File: config.mk
export PLATFORM = sky130hd
export DESIGN_NAME = pattern_autoplayer
export DESIGN_NICKNAME = d
export VERILOG_FILES = /design/src/rtl/pattern_autoplayer.sv
export SDC_FILE = /design/constraint.sdc
export NUM_CORES = 1
export LEC_CHECK = 0
export BUFFER_PORTS_ARGS = -buffer_cell sky130_fd_sc_hd__buf_2
export CORE_ASPECT_RATIO = 0.7
export CORE_MARGIN = 2
export CORE_UTILIZATION = 64
export CTS_BUF_LIST = sky130_fd_sc_hd__clkbuf_8
export CTS_CLUSTER_DIAMETER = 150
export DETAILED_ROUTE_END_ITERATION = 16
export PLACE_DENSITY_LB_ADDON = 0.05
export SYNTH_ARGS = -nofsm -noshare
export SYNTH_HDL_FRONTEND = slang
export SYNTH_SLANG_ARGS = --single-unit
File: constraint.sdc
create_clock -name clock -period 6.01 [get_ports clock]
set_input_delay 1.5025 -clock clock [delete_from_list [all_inputs] [get_ports clock]]
set_output_delay 1.5025 -clock clock [all_outputs]
set_load 0.02 [all_outputs]
File: src/rtl/pattern_autoplayer.sv
// Automated game partner: records symbols shown on pattern_leds, then replays them as timed one-hot button presses.
// Optional feature: define AUTOPLAYER_MISTAKE_EN to add inject_error, which corrupts the last replayed symbol.
module pattern_autoplayer #(
  parameter int MAX_LEN      = 25,
  parameter int PRESS_CYCLES = 4,
  parameter int GAP_CYCLES   = 4,
  parameter int IDLE_TIMEOUT = 16
) (
  input  logic                         clock,
  input  logic                         reset,
  input  logic                         enable,
  input  logic [7:0]                   pattern_leds,
  input  logic                         game_over,
`ifdef AUTOPLAYER_MISTAKE_EN
  input  logic                         inject_error,
`endif
  output logic [7:0]                   buttons,
  output logic                         start_button,
  output logic                         busy,
  output logic [$clog2(MAX_LEN+1)-1:0] seq_len,
  output logic                         overflow
);

  localparam int LW     = $clog2(MAX_LEN + 1);
  localparam int DEPTH  = 1 << LW;
  localparam int CMAX_A = (PRESS_CYCLES > GAP_CYCLES) ? PRESS_CYCLES : GAP_CYCLES;
  localparam int CMAX   = (CMAX_A > IDLE_TIMEOUT) ? CMAX_A : IDLE_TIMEOUT;
  localparam int CW     = $clog2(CMAX + 1);

  localparam logic [CW-1:0] PRESS_LAST = CW'(PRESS_CYCLES - 1);
  localparam logic [CW-1:0] GAP_LAST   = CW'(GAP_CYCLES - 1);
  localparam logic [CW-1:0] DARK_LAST  = CW'(IDLE_TIMEOUT - 1);
  localparam logic [CW-1:0] DARK_MAX   = CW'(IDLE_TIMEOUT);
  localparam logic [LW-1:0] LEN_MAX    = LW'(MAX_LEN);

  typedef enum logic [2:0] {
    S_IDLE  = 3'd0,
    S_START = 3'd1,
    S_WATCH = 3'd2,
    S_PRESS = 3'd3,
    S_GAP   = 3'd4,
    S_DONE  = 3'd5
  } state_t;

  state_t        state_q, state_d;
  logic [CW-1:0] cnt_q, cnt_d;
  logic [LW-1:0] seq_len_q, seq_len_d;
  logic [LW-1:0] rd_ptr_q, rd_ptr_d;
  logic          overflow_q, overflow_d;
  logic          err_q, err_d;
  logic [7:0]    led_prev_q;
  logic [7:0]    buttons_q, buttons_d;
  logic          start_q, start_d;
  logic          busy_q, busy_d;
  logic          cap_we_s;
  logic          inject_s;
  logic [2:0]    sym_s;
  logic [2:0]    buf_q [DEPTH];

  // Lowest set bit wins, matching the chip's button priority encoder.
  function automatic logic [2:0] lowest_set(input logic [7:0] v);
    lowest_set = 3'd0;
    for (int i = 7; i >= 0; i--) begin
      if (v[i]) lowest_set = 3'(i);
    end
  endfunction

`ifdef AUTOPLAYER_MISTAKE_EN
  assign inject_s = inject_error;
`else
  assign inject_s = 1'b0;
`endif

  always_ff @(posedge clock) begin
    if (reset) begin
      state_q    <= S_IDLE;
      cnt_q      <= '0;
      seq_len_q  <= '0;
      rd_ptr_q   <= '0;
      overflow_q <= 1'b0;
      err_q      <= 1'b0;
      led_prev_q <= 8'd0;
      buttons_q  <= 8'd0;
      start_q    <= 1'b0;
      busy_q     <= 1'b0;
    end else begin
      state_q    <= state_d;
      cnt_q      <= cnt_d;
      seq_len_q  <= seq_len_d;
      rd_ptr_q   <= rd_ptr_d;
      overflow_q <= overflow_d;
      err_q      <= err_d;
      led_prev_q <= pattern_leds;
      buttons_q  <= buttons_d;
      start_q    <= start_d;
      busy_q     <= busy_d;
    end
  end

  always_ff @(posedge clock) begin
    if (cap_we_s) buf_q[seq_len_q] <= lowest_set(pattern_leds);
  end

  always_comb begin
    state_d    = state_q;
    cnt_d      = cnt_q;
    seq_len_d  = seq_len_q;
    rd_ptr_d   = rd_ptr_q;
    overflow_d = overflow_q;
    err_d      = err_q;
    cap_we_s   = 1'b0;
    if (!enable) begin
      state_d   = S_IDLE;
      cnt_d     = '0;
      seq_len_d = '0;
      rd_ptr_d  = '0;
    end else if (game_over && (state_q == S_START || state_q == S_WATCH ||
                               state_q == S_PRESS || state_q == S_GAP)) begin
      state_d = S_DONE;
      cnt_d   = '0;
    end else begin
      case (state_q)
        S_IDLE: begin
          if (!game_over) begin
            state_d    = S_START;
            cnt_d      = '0;
            overflow_d = 1'b0;
          end else begin
            state_d = S_IDLE;
          end
        end
        S_START: begin
          if (cnt_q == PRESS_LAST) begin
            state_d   = S_WATCH;
            cnt_d     = '0;
            seq_len_d = '0;
            rd_ptr_d  = '0;
          end else begin
            cnt_d = cnt_q + CW'(1);
          end
        end
        // cnt_q doubles as the dark-cycle counter while watching.
        S_WATCH: begin
          if (pattern_leds != 8'd0) begin
            cnt_d = '0;
            if (led_prev_q == 8'd0) begin
              if (seq_len_q == LEN_MAX) begin
                overflow_d = 1'b1;
              end else begin
                cap_we_s  = 1'b1;
                seq_len_d = seq_len_q + LW'(1);
              end
            end else begin
              cap_we_s = 1'b0;
            end
          end else if (cnt_q >= DARK_LAST && seq_len_q != '0) begin
            state_d  = S_PRESS;
            cnt_d    = '0;
            rd_ptr_d = '0;
          end else if (cnt_q != DARK_MAX) begin
            cnt_d = cnt_q + CW'(1);
          end else begin
            cnt_d = cnt_q;
          end
        end
        S_PRESS: begin
          if (cnt_q == PRESS_LAST) begin
            state_d = S_GAP;
            cnt_d   = '0;
          end else begin
            cnt_d = cnt_q + CW'(1);
          end
        end
        S_GAP: begin
          if (cnt_q == GAP_LAST) begin
            cnt_d = '0;
            if (rd_ptr_q + LW'(1) == seq_len_q) begin
              state_d   = S_WATCH;
              seq_len_d = '0;
              rd_ptr_d  = '0;
            end else begin
              state_d  = S_PRESS;
              rd_ptr_d = rd_ptr_q + LW'(1);
            end
          end else begin
            cnt_d = cnt_q + CW'(1);
          end
        end
        S_DONE: begin
          state_d = S_DONE;
        end
        default: begin
          state_d = S_IDLE;
          cnt_d   = '0;
        end
      endcase
    end
    // Mistake decision is latched once, when a press begins.
    if (state_d == S_PRESS && state_q != S_PRESS) begin
      err_d = inject_s && (rd_ptr_d == seq_len_q - LW'(1));
    end else begin
      err_d = (state_d == S_PRESS) ? err_q : 1'b0;
    end
  end

  always_comb begin
    buttons_d = 8'd0;
    start_d   = 1'b0;
    busy_d    = 1'b0;
    sym_s     = buf_q[rd_ptr_d] + {2'b00, err_d};
    case (state_d)
      S_START: begin
        start_d = 1'b1;
        busy_d  = 1'b1;
      end
      S_WATCH, S_GAP: begin
        busy_d = 1'b1;
      end
      S_PRESS: begin
        busy_d    = 1'b1;
        buttons_d = 8'd1 << sym_s;
      end
      default: begin
        busy_d = 1'b0;
      end
    endcase
  end

  assign buttons      = buttons_q;
  assign start_button = start_q;
  assign busy         = busy_q;
  assign seq_len      = seq_len_q;
  assign overflow     = overflow_q;

endmodule

==> results_dict.tcl <==
set metrics [dict create \
    status "completed" \
    postSynthAreaPerCell_um2 11.0 \
    synth_cells 578 \
    regToRegEndpoint "buttons[0]$_SDFF_PP0_" \
    fin_skew_ns 0.00962 \
    p_clk_share_pct 41.2 \
    nets 630 \
    cp.buffers_inverters 1 \
    seqPwrFrac_pct 56.0 \
    tns_ns 0 \
    antenna_cells 0 \
    grt_max_degree 33 \
    stdcell_area_um2 7020 \
    cp_top_family "compound AO/OA/AOI/OAI gates" \
    die_w_um 123 \
    cts_hold_buf 0 \
    synth_edf_count 96 \
    slew_violations 0 \
    clock_sinks 134 \
    initial_core_util_pct 65.8 \
    grt_pass1_vias 4455 \
    whs_path_depth 2 \
    cp.arrival_ns 5.66 \
    sw_frac_of_total_pct 22.7 \
    pwr_density_cell_nw_per_um2 254 \
    worstPathRequired_ns 6.34 \
    ys_seq_elements 134 \
    grt_pass1_wl_um 24300 \
    row_count 30 \
    hold_path_class "flop to flop" \
    h-tree-depth 4 \
    power_leakage_nw 2.40 \
    firstDrtPassIters 6 \
    r2r_cells 16 \
    relSlewSlack_pct 37.6 \
    wl_um 15300 \
    cts_root_buf "clkbuf_8" \
    port_buffers 27 \
    vias 4817 \
    min_to "err_q$_SDFF_PP0_" \
    slowest_stage "or4_1" \
    period_share_pct 88.8 \
    gr-total-overflow 0 \
    ioPinCount 28 \
    clkSlewWorstSetupHoldPaths_ns 0.08 \
    period_minus_slack_ns 5.33 \
    r2r_start "seq_len[0]$_SDFFE_PP0P_" \
    critPathCaptureType "flop" \
    ys_seq_area_share_pct 57.1 \
    max_freq_mhz 187 \
    maxCapViolations 0 \
    cts_resized 0 \
    peakVddDrop_uv 188 \
    tightest_slew_ns 0.928 \
    drtAntennaViolNets 0 \
    startpoint_type "input pin" \
    comb_power_share_pct 2.8 \
    drtIter0Drc 627 \
    syn_to_final_growth_pct 10.0 \
    die_y_um 87.5 \
    post_drt_wl_per_cell_um 20.4 \
    p_int_w 0.00138 \
    rsz0062_at_grt "no" \
    placed_cell_area_um2 6630 \
    place.detailed.hpwl_um 10700 \
    syn_area_um2 6380 \
    cts_buffers 17 \
    fp.coreArea_um2 9680 \
    viasPerCell 6.43 \
    hold_start "err_q$_SDFF_PP0_" \
    synthFlopType "edfxtp_1" \
    setup_viol 0 \
    clockBufferDepth 2 \
    clock_latency_ns 0.44 \
    antenna_found_initial 0 \
    synth_warnings 0 \
    path_class "input pin to flop" \
    ys_async_sr_fraction_pct 0 \
    power_switching_w 0.000404 \
    critical-path-max-stage-delay_ns 0.69 \
    track_usage_pct 30.6 \
    drive_above_1_share_pct 15.3 \
    gp_congestion 0.915 \
    cp_max_fo 12 \
    ff2ff_setup_slack_ns 0.90 \
    hold_violations 0 \
    cts_tree "yes" \
    route.detailed.drc 0 \
    cp_cell_sequence "buf_2, or4_1, a2111oi_2, o2111ai_1, o21a_1, a221oi_1, a211oi_1, a211oi_1, nor3_1, a31o_2, ha_1, ha_1, or4_1, and3b_1" \
    cts_setup_buffers 0 \
    dieArea_um2 10800 \
    synth_cell_types 71 \
    nFillCells 689 \
]
-- cells in the final DEF, fill, tap and decap left out, types with 9 or more instances in the layout --
cell / synthesis / layout
edfxtp_1: 96 / 96
nor2_1: 71 / 69
nand2_1: 46 / 46
nand3_1: 39 / 39
dfxtp_1: 38 / 38
a21oi_1: 31 / 31
buf_2: 9 / 27
nor3_1: 23 / 22
clkbuf_8: 0 / 17
inv_1: 15 / 15
nor2b_1: 14 / 14
mux2i_1: 14 / 14
buf_4: 1 / 12
o21ai_0: 10 / 10
a211oi_1: 10 / 10
ha_1: 10 / 10
a31oi_1: 9 / 9
-- area by class of cell --
| cell class | instances | area (um^2) | area share, % |
|---|---|---|---|
| sequential | 134 | 3640 | 51.9 |
| timing repair buffer | 39 | 225 | 3.21 |
| clock buffer | 17 | 234 | 3.33 |
| multi-input combinational | 400 | 2540 | 36.2 |
| clock inverter | 15 | 154 | 2.19 |
| inverter | 16 | 60.1 | 0.856 |
| tap | 128 | 160 | 2.28 |
-- worst max path at each step --
stage / from / endpoint / slack (ns) / cells past startpoint
2_1_floorplan: pattern_leds[1] / buttons[0]$_SDFF_PP0_ / 0.75 / 15
3_3_place_gp: game_over / buttons[0]$_SDFF_PP0_ / 0.38 / 15
3_5_place_dp: pattern_leds[1] / buttons[1]$_SDFF_PP0_ / 0.29 / 14
4_1_cts: pattern_leds[1] / buttons[0]$_SDFF_PP0_ / 0.73 / 14
5_1_grt: game_over / buttons[1]$_SDFF_PP0_ / 0.45 / 15
6_report: pattern_leds[1] / buttons[0]$_SDFF_PP0_ / 0.68 / 14
-- synth_stat cells (14+ instances only) --
master | instances | share of area (%)
inv_1 | 15 | 0.88
a21oi_1 | 31 | 2.4
edfxtp_1 | 96 | 45
nand3_1 | 39 | 3.1
nor3_1 | 23 | 1.8
mux2i_1 | 14 | 2.2
nand2_1 | 46 | 2.7
dfxtp_1 | 38 | 12
nor2b_1 | 14 | 1.4
nor2_1 | 71 | 4.2
clkbuf_1 | 16 | 0.94
-- kinds of logic after synthesis --
family | count (synthesis) | synth area share [%]
compound gates | 113 | 13.0
buf+inv | 46 | 3.30
other cells | 1 | 0.0588
mux | 18 | 3.32
xor+xnor | 11 | 1.51
simple gates | 245 | 19.7
fa+ha+maj | 10 | 1.96
flops | 134 | 57.1
-- flip-flops by register name, summed over array words and instances, names as in the netlist --
signal	cells
buf_q	96
state_q	3
seq_len	5
start_button	1
busy	1
led_prev_q	8
overflow	1
rd_ptr_q	5
buttons	8
cnt_q	5
err_q	1
-- per-layer routing --
layer	vias up	routed length [um]	global-route usage [%]
met2	285	6420	43.2
met3	35	1730	8.77
met1	2267	6870	45.8
li1	2230	-	-
met4	0	269	9.30
met5	-	0	3.13
-- worst min-delay path: stages, from the launching register on --
cell	delay, ns
dfxtp_1	0.31
nand3_1	0.10
nor3_1	0.05
-- power groups by stage --
stage	clock [W]	sequential, W	combinational, W
2_1_floorplan	0	0.00102	0.0000290
3_3_place_gp	0	0.00102	0.0000482
5_1_grt	0.000773	0.000996	0.0000553
3_5_place_dp	0	0.00102	0.0000491
6_report	0.000733	0.000995	0.0000501
4_1_cts	0.000735	0.000996	0.0000493
-- through the flow --
| stage | power (W) | hold slack [ns] | std cells | setup slack [ns] | util, % |
|---|---|---|---|---|---|
| 6_report | 0.00178 | 0.505 | 749 | 0.676 | 72.5 |
| 5_1_grt | 0.00182 | 0.531 | 749 | 0.450 | 72.5 |
| 4_1_cts | 0.00178 | 0.504 | 749 | 0.729 | 72.5 |
| 3_5_place_dp | 0.00107 | 0.482 | 717 | 0.288 | 68.4 |
| 3_3_place_gp | 0.00106 | 0.471 | 717 | 0.376 | 68.4 |
| 2_1_floorplan | 0.00105 | 0.453 | 580 | 0.752 | - |
No activity file was read; power rests on OpenSTA's default activity.
